**src/rtl/mult_arb.sv**
```systemverilog
// mult_arb: round-robin arbiter sharing one sequential multiplier among
// N_REQ requesters. Each requester gets the same start/ready/product
// handshake it would have when wired straight to the multiplier.
// It latches start pulses and operands, issues one multiply at a time, and
// returns the product with a one-cycle ready pulse to the owning requester.
//
// Ports
//   clk_i, rst_i        clock, synchronous active-high reset
//   req_start_i[k]      one-cycle start pulse from requester k
//   req_a_i / req_b_i   packed operands; slot k = [k*W +: W]
//   req_ready_o[k]      one-cycle done pulse to requester k (one-hot or zero)
//   req_prod_o          product of the last completed op; held until the next completion
//   mult_start_o        start pulse to the multiplier
//   mult_a_o/mult_b_o   operands to the multiplier; held through the op
//   mult_ready_i        multiplier done pulse; mult_prod_i is valid in that cycle
//   mult_prod_i         multiplier product
//   busy_o              operation in flight or any request pending
//   ovf_o[k]            sticky: start seen while requester k was already pending
module mult_arb #(
  parameter int unsigned N_REQ = 2,
  parameter int unsigned A_W   = 24,
  parameter int unsigned B_W   = 16,
  parameter int unsigned P_W   = 40
) (
  input  logic                 clk_i,
  input  logic                 rst_i,
  input  logic [N_REQ-1:0]     req_start_i,
  input  logic [N_REQ*A_W-1:0] req_a_i,
  input  logic [N_REQ*B_W-1:0] req_b_i,
  output logic [N_REQ-1:0]     req_ready_o,
  output logic [P_W-1:0]       req_prod_o,
  output logic                 mult_start_o,
  output logic [A_W-1:0]       mult_a_o,
  output logic [B_W-1:0]       mult_b_o,
  input  logic                 mult_ready_i,
  input  logic [P_W-1:0]       mult_prod_i,
  output logic                 busy_o,
  output logic [N_REQ-1:0]     ovf_o
);

  localparam int unsigned GW = (N_REQ > 1) ? $clog2(N_REQ) : 1;

  typedef enum logic [1:0] {S_IDLE, S_ISSUE, S_WAIT} state_t;

  state_t           state;
  logic [N_REQ-1:0] pend;
  logic [A_W-1:0]   op_a [N_REQ];
  logic [B_W-1:0]   op_b [N_REQ];
  logic [GW-1:0]    grant;
  logic [GW-1:0]    last;
  logic [GW-1:0]    pick;
  logic [GW-1:0]    cand;
  logic             pick_valid;
  logic [N_REQ-1:0] done_clr;

  // Round-robin search: first pending requester after the last grant.
  always_comb begin
    pick       = '0;
    cand       = '0;
    pick_valid = 1'b0;
    for (int unsigned i = 1; i <= N_REQ; i++) begin
      cand = GW'((32'(last) + i) % N_REQ);
      if (!pick_valid && pend[cand]) begin
        pick_valid = 1'b1;
        pick       = cand;
      end
    end
  end

  // Pending bit of the granted requester drops on the completion edge.
  always_comb begin
    done_clr = '0;
    if (state == S_WAIT && mult_ready_i) done_clr[grant] = 1'b1;
  end

  assign busy_o = (state != S_IDLE) || (|pend);

  always_ff @(posedge clk_i) begin
    if (rst_i) begin
      state        <= S_IDLE;
      pend         <= '0;
      grant        <= '0;
      last         <= GW'(N_REQ - 1);
      req_ready_o  <= '0;
      req_prod_o   <= '0;
      mult_start_o <= 1'b0;
      mult_a_o     <= '0;
      mult_b_o     <= '0;
      ovf_o        <= '0;
      for (int unsigned k = 0; k < N_REQ; k++) begin
        op_a[k] <= '0;
        op_b[k] <= '0;
      end
    end else begin
      req_ready_o <= '0;

      // A restart landing on the completion edge is accepted: the old
      // operands are no longer needed, so the new ones may overwrite them.
      for (int unsigned k = 0; k < N_REQ; k++) begin
        if (req_start_i[k]) begin
          if (!pend[k] || done_clr[k]) begin
            op_a[k] <= req_a_i[k*A_W +: A_W];
            op_b[k] <= req_b_i[k*B_W +: B_W];
          end else begin
            ovf_o[k] <= 1'b1;
          end
        end
      end
      pend <= (pend & ~done_clr) | req_start_i;

      case (state)
        S_IDLE: begin
          if (pick_valid) begin
            grant        <= pick;
            mult_start_o <= 1'b1;
            mult_a_o     <= op_a[pick];
            mult_b_o     <= op_b[pick];
            state        <= S_ISSUE;
          end
        end
        S_ISSUE: begin
          mult_start_o <= 1'b0;
          state        <= S_WAIT;
        end
        S_WAIT: begin
          if (mult_ready_i) begin
            req_prod_o         <= mult_prod_i;
            req_ready_o[grant] <= 1'b1;
            last               <= grant;
            state              <= S_IDLE;
          end
        end
        default: state <= S_IDLE;
      endcase
    end
  end

endmodule
```
**config.mk**
```make
export PLATFORM = sky130hd
export DESIGN_NAME = mult_arb
export DESIGN_NICKNAME = d
export VERILOG_FILES = /design/src/rtl/mult_arb.sv
export SDC_FILE = /design/constraint.sdc
export NUM_CORES = 1
export LEC_CHECK = 0
export ABC_AREA = 1
export CORE_MARGIN = 1
export CORE_UTILIZATION = 57
export DETAILED_ROUTE_END_ITERATION = 6
export DONT_BUFFER_PORTS = 1
export GPL_TIMING_DRIVEN = 0
export PLACE_DENSITY = 0.73
export SYNTH_ARGS = -nofsm -noshare
export SYNTH_HDL_FRONTEND = slang
export SYNTH_SLANG_ARGS = --single-unit
```
**constraint.sdc**
```tcl
create_clock -name clk_i -period 4.1 [get_ports clk_i]
set_input_delay 0.82 -clock clk_i [delete_from_list [all_inputs] [get_ports clk_i]]
set_output_delay 0.82 -clock clk_i [all_outputs]
set_load 0.05 [all_outputs]
```
==> results of run 1 <==
per-stage QoR:
step	std cells	hold slack, ps
2_1_floorplan	745	429
5_1_grt	920	495
3_3_place_gp	888	444
3_5_place_dp	888	457
4_1_cts	920	471
6_report	920	468
power breakdown:
group          internal (W)  switching, W  leakage [nW]
sequential          0.00195      0.000320          1.59
combinational      0.000118      0.000246          1.29
clock              0.000901      0.000611         0.281
layout by cell type, fill, tap and decap left out, types with 2 or more instances in the layout:
cell and n:
o21ai_1 7, inv_1 126, edfxtp_1 80, clkinv_2 3
buf_2 22, a21oi_1 166, nand3_1 2, nand2_2 2
buf_6 8, clkbuf_16 19, o21ai_0 73, nand2_1 90
clkbuf_8 3, buf_1 4, inv_2 2, nor2_1 46
nand3_2 2, clkbuf_1 19, dfxtp_1 91, nand4_1 2
worst max path at each step:
stage / endpoint / slack [ps]
final: op_a[1][6] / 1720
after CTS: op_a[1][6] / 1690
after global routing: op_a[1][6] / 1550
after floorplan: op_a[1][0] / 1430
after detailed placement: op_b[0][13] / 1290
after global placement: op_b[0][5] / 730
critical path, stage by stage, from the launching register on:
cell and delay [ps]:
dfxtp_1 310, buf_4 150, nand4_1 170, nand2_1 170, nand3_2 220, buf_2 270
nand2_2 700
sequential cells by signal, indices dropped and copies added, names as in the netlist:
name	flops
op_b	32
last	1
req_ready_o	2
mult_start_o	1
mult_a_o	24
req_prod_o	40
ovf_o	2
pend	2
op_a	48
mult_b_o	16
grant	1
state	2
kinds of logic (layout without fill, tap and decap cells):
kind of cell           Yosys count  in the layout  synth area share [%]
buffers and inverters          179            211                  11.2
AND/OR/NAND/NOR                148            148                  8.90
flip-flops                     171            171                  61.8
AO/OA/AOI/OAI                  247            247                  18.1
area by class of cell:
cell class | instances | area [sq um] | area share (%)
Sequential cell | 171 | 4220 | 55.7
Multi-Input combinational cell | 395 | 1850 | 24.4
Clock buffer | 27 | 539 | 7.11
Inverter | 128 | 480 | 6.33
Buffer | 51 | 284 | 3.74
Tap cell | 143 | 179 | 2.36
Clock inverter | 5 | 28.8 | 0.379
per-layer routing:
layer | up-vias | wire, um
li1 | 2464 | -
met1 | 2267 | 5870
met2 | 229 | 7740
met3 | 29 | 1320
met4 | 0 | 372
met5 | - | 0
==> summary.md, run 1 <==
| Metric | Value |
|---|---|
| DRT Pass-1 Iters | `7` |
| # Post-CTS Setup Buffers | `0` |
| Peak supply drop | `0.336 mV` |
| Post-placement cell area | `approximately 7000 sq um` |
| Synth top area share | `35.1%` |
| Die width | `around 110 um` |
| Worst Setup Start Kind | `flip-flop` |
| Post-CTS Resized | `0` |
| Min-delay src | `op_a[0][7]` |
| Clk slew on worst S/H paths | `approximately 60 ps` |
| Top cell type by total area after synthesis | `edfxtp_1` |
| Max_slew headroom | `between 30 and 40%` |
| Mapped Cells | `around 750` |
| Cts bufs inserted | `17` |
| Mapped Area | `a little under 7000 sq um` |
| Worst setup EP type | `flip-flop` |
| Fillers | `about 960` |
| Top post-synthesis cells by count | `a21oi_1 (166), inv_1 (126), nand2_1 (92)` |
| Via density | `around 5.4` |
| CP arrival | `~2400 ps` |
| Routability cong. | `~0.81` |
| Max Transition Viols Final | `0` |
| IO Count | `~210` |
| Final Hold Viols | `0` |
| GRT met3 Usage | `under 10%` |
| Total leakage power | `around 3.2 nW` |
| Top area cells in the synthesized netlist | `edfxtp_1 (35%), dfxtp_1 (27%), a21oi_1 (12%)` |
| Vias in the first global route | `between 4000 and 5000` |
| Reg2Reg Depth | `6` |
| Final-stage net count | `roughly 890` |
| CTS tree | `built` |
| Post-synth ARST share | `0%` |
| Max-cap violations | `0` |
| CP Max Fanout | `40` |
| Final setup viols | `0` |
| First-pass GRT wire length | `between 20 and 25 mm` |
| R2r endpoint | `op_a[1][6]` |
| Grt met2 use | `44.3%` |
| DR WL/cell | `about 17 um` |
| Worst Setup SP | `state[1]` |
| Slew @ Worst Pin | `approximately 1000 ps` |
| Reg-to-Reg Start | `state[1]` |
| Port Buffers | `0` |
| Count leader, synth | `a21oi_1` |
| Max Freq | `~420 MHz` |
| Routed WL | `15.3 mm` |
| Yosys warns | `0` |
| Status | `complete, but fails checks` |
| DRC viols | `20` |
| Die area | `12400 sq um` |
| Failing checks | `DRC` |
| Vert. Die Dim | `112 um` |
| Worst-Skew Late Latency | `a little over 400 ps` |
| Final instance area | `7590 sq um` |
| Number of flops mapped to enable cells by yosys | `80` |
| Syn_area_per_cell | `roughly 9.2 sq um` |
| Post-route total power | `roughly 0.0041 W` |
| Global routing's busiest layer | `met2` |
| Final worst setup slack | `between 1500 and 2000 ps` |
| H-tree depth | `4` |
| Seq/Total Area, Yosys | `just over 60%` |
| Req. time, crit path | `around 4100 ps` |
| Post-route setup TNS | `0 ps` |
| Global route overflow | `0` |
| Mapped Nets | `870` |
| Setup CP Type | `flip-flop to flip-flop` |
| Antenna Nets Post-Route | `0` |
| Num Clock Sinks | `around 170` |
| Starting Density | `59.1%` |
| Hold path cells | `2` |
| Final Critical Period | `roughly 2400 ps` |
| HP Class | `flip-flop to flip-flop` |
| Pin count of the biggest net entering global routing | `41` |
| Final Skew | `just under 6 ps` |
| GRT Resource Usage Total | `about a quarter` |
| RSZ-0062 raised after global routing | `no` |
| Layout cells sized above 1 | `slightly below 9%` |
| Cts hold-fix bufs | `0` |
| Ant diodes | `0` |
| Root buffer cell | `clkbuf_16` |
| Core area | `approximately 12000 sq um` |
| Initial antenna violation count | `0` |
| Ratio of final minimum period to clock period | `between 50% and 60%` |
| Power Dens Cells | `approximately 550 nW/um^2` |
| R2R setup slack | `approximately 1700 ps` |
| Core Util, Final | `about 66%` |
| DP HPWL | `about 11 mm` |
| Hold Crit Endpoint | `mult_a_o[7]` |
| Area grow syn2layout | `11.0%` |
| # rows | `39` |
| Ys flop type | `dfxtp_1` |
| 1st-iter DRT viols | `about 240` |
| Met1 Use GR | `between 20% and 30%` |
| Clock Path Buffers | `2` |
| Post-synthesis register bit count | `171` |
| Yosys cell types | `23` |
| Vias | `4989` |
| Pre-CTS setup slack | `between 1000 and 1500 ps` |
No activity file was read; power rests on OpenSTA's default activity.
==> run 2: changes to the inputs <==
--- a/config.mk
+++ b/config.mk
@@ -11,7 +11,7 @@
 export DETAILED_ROUTE_END_ITERATION = 6
 export DONT_BUFFER_PORTS = 1
 export GPL_TIMING_DRIVEN = 0
-export PLACE_DENSITY = 0.73
+export PLACE_DENSITY = 0.76
 export SYNTH_ARGS = -nofsm -noshare
 export SYNTH_HDL_FRONTEND = slang
 export SYNTH_SLANG_ARGS = --single-unit
==> constraint.sdc (replaced) <==
create_clock -name clk_i -period 2.1 [get_ports clk_i]
set_input_delay 0.42 -clock clk_i [delete_from_list [all_inputs] [get_ports clk_i]]
set_output_delay 0.42 -clock clk_i [all_outputs]
set_load 0.05 [all_outputs]
==> run 2 against run 1 <==
The run still ends with DRC left. Critical path depth unchanged. Count of clock-buffer cells in the layout down 3. Design area stayed put. Global-route usage is essentially flat. Sequential cell count did not move. Utilization is the same. Power increased by 95%. Setup slack worse by 1500 ps. Combinational power is 98% higher. Sequential power up 95%. Critical path type unchanged.
==> summary.md, run 2 (same netlist as run 1, synthesis figures left out) <==
| Metric | Value |
|---|---|
| CP arrival | `2020 ps (was 2420 ps)` |
| Slew @ Worst Pin | `561 ps (was 996 ps)` |
| RSZ-0062 raised after global routing | `no (unchanged)` |
| Most frequent cells in the layout | `a21oi_1 (166), inv_1 (126), dfxtp_1 (91), nand2_1 (90), edfxtp_1 (80) (unchanged)` |
| Peak supply drop | `0.596 mV (was 0.336 mV)` |
| First-pass GRT wire length | `24.0 mm (was 23.8 mm)` |
| Post-Layout Cell Count | `920 (unchanged)` |
| Global route overflow | `0 (unchanged)` |
| Clock Path Buffers | `2 (unchanged)` |
| DP HPWL | `10.9 mm (was 11.0 mm)` |
| # rows | `39 (unchanged)` |
| Initial antenna violation count | `0 (unchanged)` |
| Post-route total power | `0.00807 W (was 0.00414 W)` |
| Starting Density | `59.1% (unchanged)` |
| Seq. cell area | `4220 sq um (unchanged)` |
| Top layer in use | `met4 (unchanged)` |
| Via density | `5.56 (was 5.42)` |
| Clk slew on worst S/H paths | `60 ps (about the same)` |
| Worst Setup Start Kind | `flip-flop (unchanged)` |
| Max FFs per register | `48 (unchanged)` |
| Total leakage power | `3.16 nW (was 3.17 nW)` |
| Critical path's slowest cell | `dfxtp_1 (was nand2_2)` |
| Ant diodes | `0 (unchanged)` |
| Layout cells sized above 1 | `8.49% (was 8.88%)` |
| Cts hold-fix bufs | `0 (unchanged)` |
| Worst setup EP type | `flip-flop (unchanged)` |
| Metal2 WL | `7.65 mm (was 7.74 mm)` |
| Max Transition Viols Final | `0 (unchanged)` |
| Placed cell count | `888 (unchanged)` |
| Fillers | `903 (was 961)` |
| DR WL/cell | `16.8 um (was 16.6 um)` |
| Ratio of final minimum period to clock period | `91.8% (was 58.1%)` |
| Met3 wire len | `1.28 mm (was 1.32 mm)` |
| Post-CTS Resized | `1 (was 0)` |
| Vert. Die Dim | `112 um (unchanged)` |
| # Post-CTS Setup Buffers | `0 (unchanged)` |
| Commonest non-fill, non-tap cell in the layout | `a21oi_1 (unchanged)` |
| Final Hold Viols | `0 (unchanged)` |
| Routed WL | `15.4 mm (was 15.3 mm)` |
| Cts bufs inserted | `17 (unchanged)` |
| GRT Resource Usage Total | `25.2% (about the same)` |
| Reg2Reg Depth | `6 (unchanged)` |
| Num Clock Sinks | `171 (unchanged)` |
| CP max stage delay | `310 ps (was 700 ps)` |
| WL met1 | `6.09 mm (was 5.87 mm)` |
| Failing checks | `DRC (unchanged)` |
| R2R setup slack | `170 ps (was 1720 ps)` |
| Max Freq | `519 MHz (was 419 MHz)` |
| Worst Setup SP | `state[1] (unchanged)` |
| Worst-Skew Late Latency | `430 ps (was 410 ps)` |
| Pin count of the biggest net entering global routing | `41 (unchanged)` |
| Status | `complete, but fails checks (unchanged)` |
| Max-cap violations | `0 (unchanged)` |
| Reg with most FFs | `op_a (unchanged)` |
| Req. time, crit path | `2190 ps (was 4140 ps)` |
| Setup CP Type | `flip-flop to flip-flop (unchanged)` |
| Die width | `112 um (unchanged)` |
| Multi-input gate area | `1870 sq um (was 1850 sq um)` |
| End point of the critical path | `op_a[1][7] (was op_a[1][6])` |
| Area grow syn2layout | `11.0% (unchanged)` |
| Final Critical Period | `1930 ps (was 2380 ps)` |
| Die area | `12400 sq um (unchanged)` |
| Hold path cells | `2 (unchanged)` |
| Regs by FF count | `op_a: 48 flops, req_prod_o: 40 flops, op_b: 32 flops (unchanged)` |
| CTS tree | `built (unchanged)` |
| H-tree depth | `4 (unchanged)` |
| IO Count | `211 (unchanged)` |
| Vias | `5114 (was 4989)` |
| R2r endpoint | `op_a[1][7] (was op_a[1][6])` |
| Final-stage net count | `889 (unchanged)` |
| Vias in the first global route | `4941 (was 4917)` |
| CP cell instances | `buf_4 > nand4_1 > nand2_1 > nand3_2 > buf_2 > nand2_8 (was buf_4 > nand4_1 > nand2_1 > nand3_2 > buf_2 > nand2_2)` |
| DRT Pass-1 Iters | `7 (unchanged)` |
| DRC viols | `20 (unchanged)` |
| HP Class | `primary input to flip-flop (was flip-flop to flip-flop)` |
| Final Skew | `7.06 ps (was 5.84 ps)` |
| Routability cong. | `0.860 (was 0.810)` |
| Port Buffers | `0 (unchanged)` |
| 1st-iter DRT viols | `347 (was 238)` |
| Core area | `11600 sq um (unchanged)` |
| Final setup viols | `0 (unchanged)` |
| Root buffer cell | `clkbuf_16 (unchanged)` |
| Reg-to-Reg Start | `state[1] (unchanged)` |
| CP Max Fanout | `40 (unchanged)` |
| Antenna Nets Post-Route | `0 (unchanged)` |
| Max_slew headroom | `62.6% (was 33.4%)` |
| Power Dens Cells | `1060 nW/um^2 (was 546 nW/um^2)` |
-- run 2: cell types whose count changed in the layout (fill, tap and decap cells not counted) --
cell | before | now
clkbuf_8 | 3 | 1
clkinv_1 | 0 | 2
nand2_2 | 2 | 0
bufinv_16 | 0 | 1
clkbuf_1 | 19 | 20
clkbuf_16 | 19 | 18
clkbuf_4 | 1 | 0
nand2_4 | 0 | 1
nand2_8 | 0 | 1
-- run 2: worst min path at each step --
stage / start / to / slack (ps)
after floorplan: last / last / 430
after global placement: last / last / 450
after detailed placement: last / last / 460
after CTS: req_start_i[0] / pend[0] / 120
after global routing: req_start_i[0] / pend[0] / 120
final: req_start_i[0] / pend[0] / 130
-- run 2: final cells by class --
| class | instances | share of cell area [%] |
|---|---|---|
| Sequential cell | 171 | 55.7 |
| Multi-Input combinational cell | 395 | 24.7 |
| Clock buffer | 24 | 6.37 |
| Inverter | 128 | 6.33 |
| Buffer | 51 | 3.74 |
| Tap cell | 143 | 2.36 |
| Clock inverter | 8 | 0.874 |
-- run 2: worst max-delay path, delay by kind of cell, from the launching register on --
family	cells	cell delay, ps
buffers and inverters	2	460
AND/OR/NAND/NOR	4	810
flip-flops	1	310
-- run 2: per-layer routing --
layer / vias to the layer above / GRT usage (%)
li1: 2467 / -
met1: 2356 / 29.2
met2: 256 / 43.5
met3: 35 / 6.80
met4: 0 / 11.9
met5: - / 0
-- run 2: power by group --
group,switching (W),total [W],internal [W]
clock network,0.00121,0.00292,0.00172
logic,0.000488,0.000720,0.000232
registers,0.000626,0.00442,0.00380
total,0.00232,0.00807,0.00575
-- run 2: metrics by stage --
stage | cell area [sq um] | setup TNS, ps | hold slack (ps) | utilization, % | worst slack, ps
global route | 7590 | 0 | 123 | 65.6 | 61.2
CTS | 7570 | 0 | 124 | 65.5 | 8.53
global placement | 7020 | -18150 | 447 | 60.7 | -238
detailed placement | 7020 | -21800 | 457 | 60.7 | -281
floorplan | 6840 | 0 | 429 | - | 210
finish | 7590 | 0 | 133 | 65.6 | 173
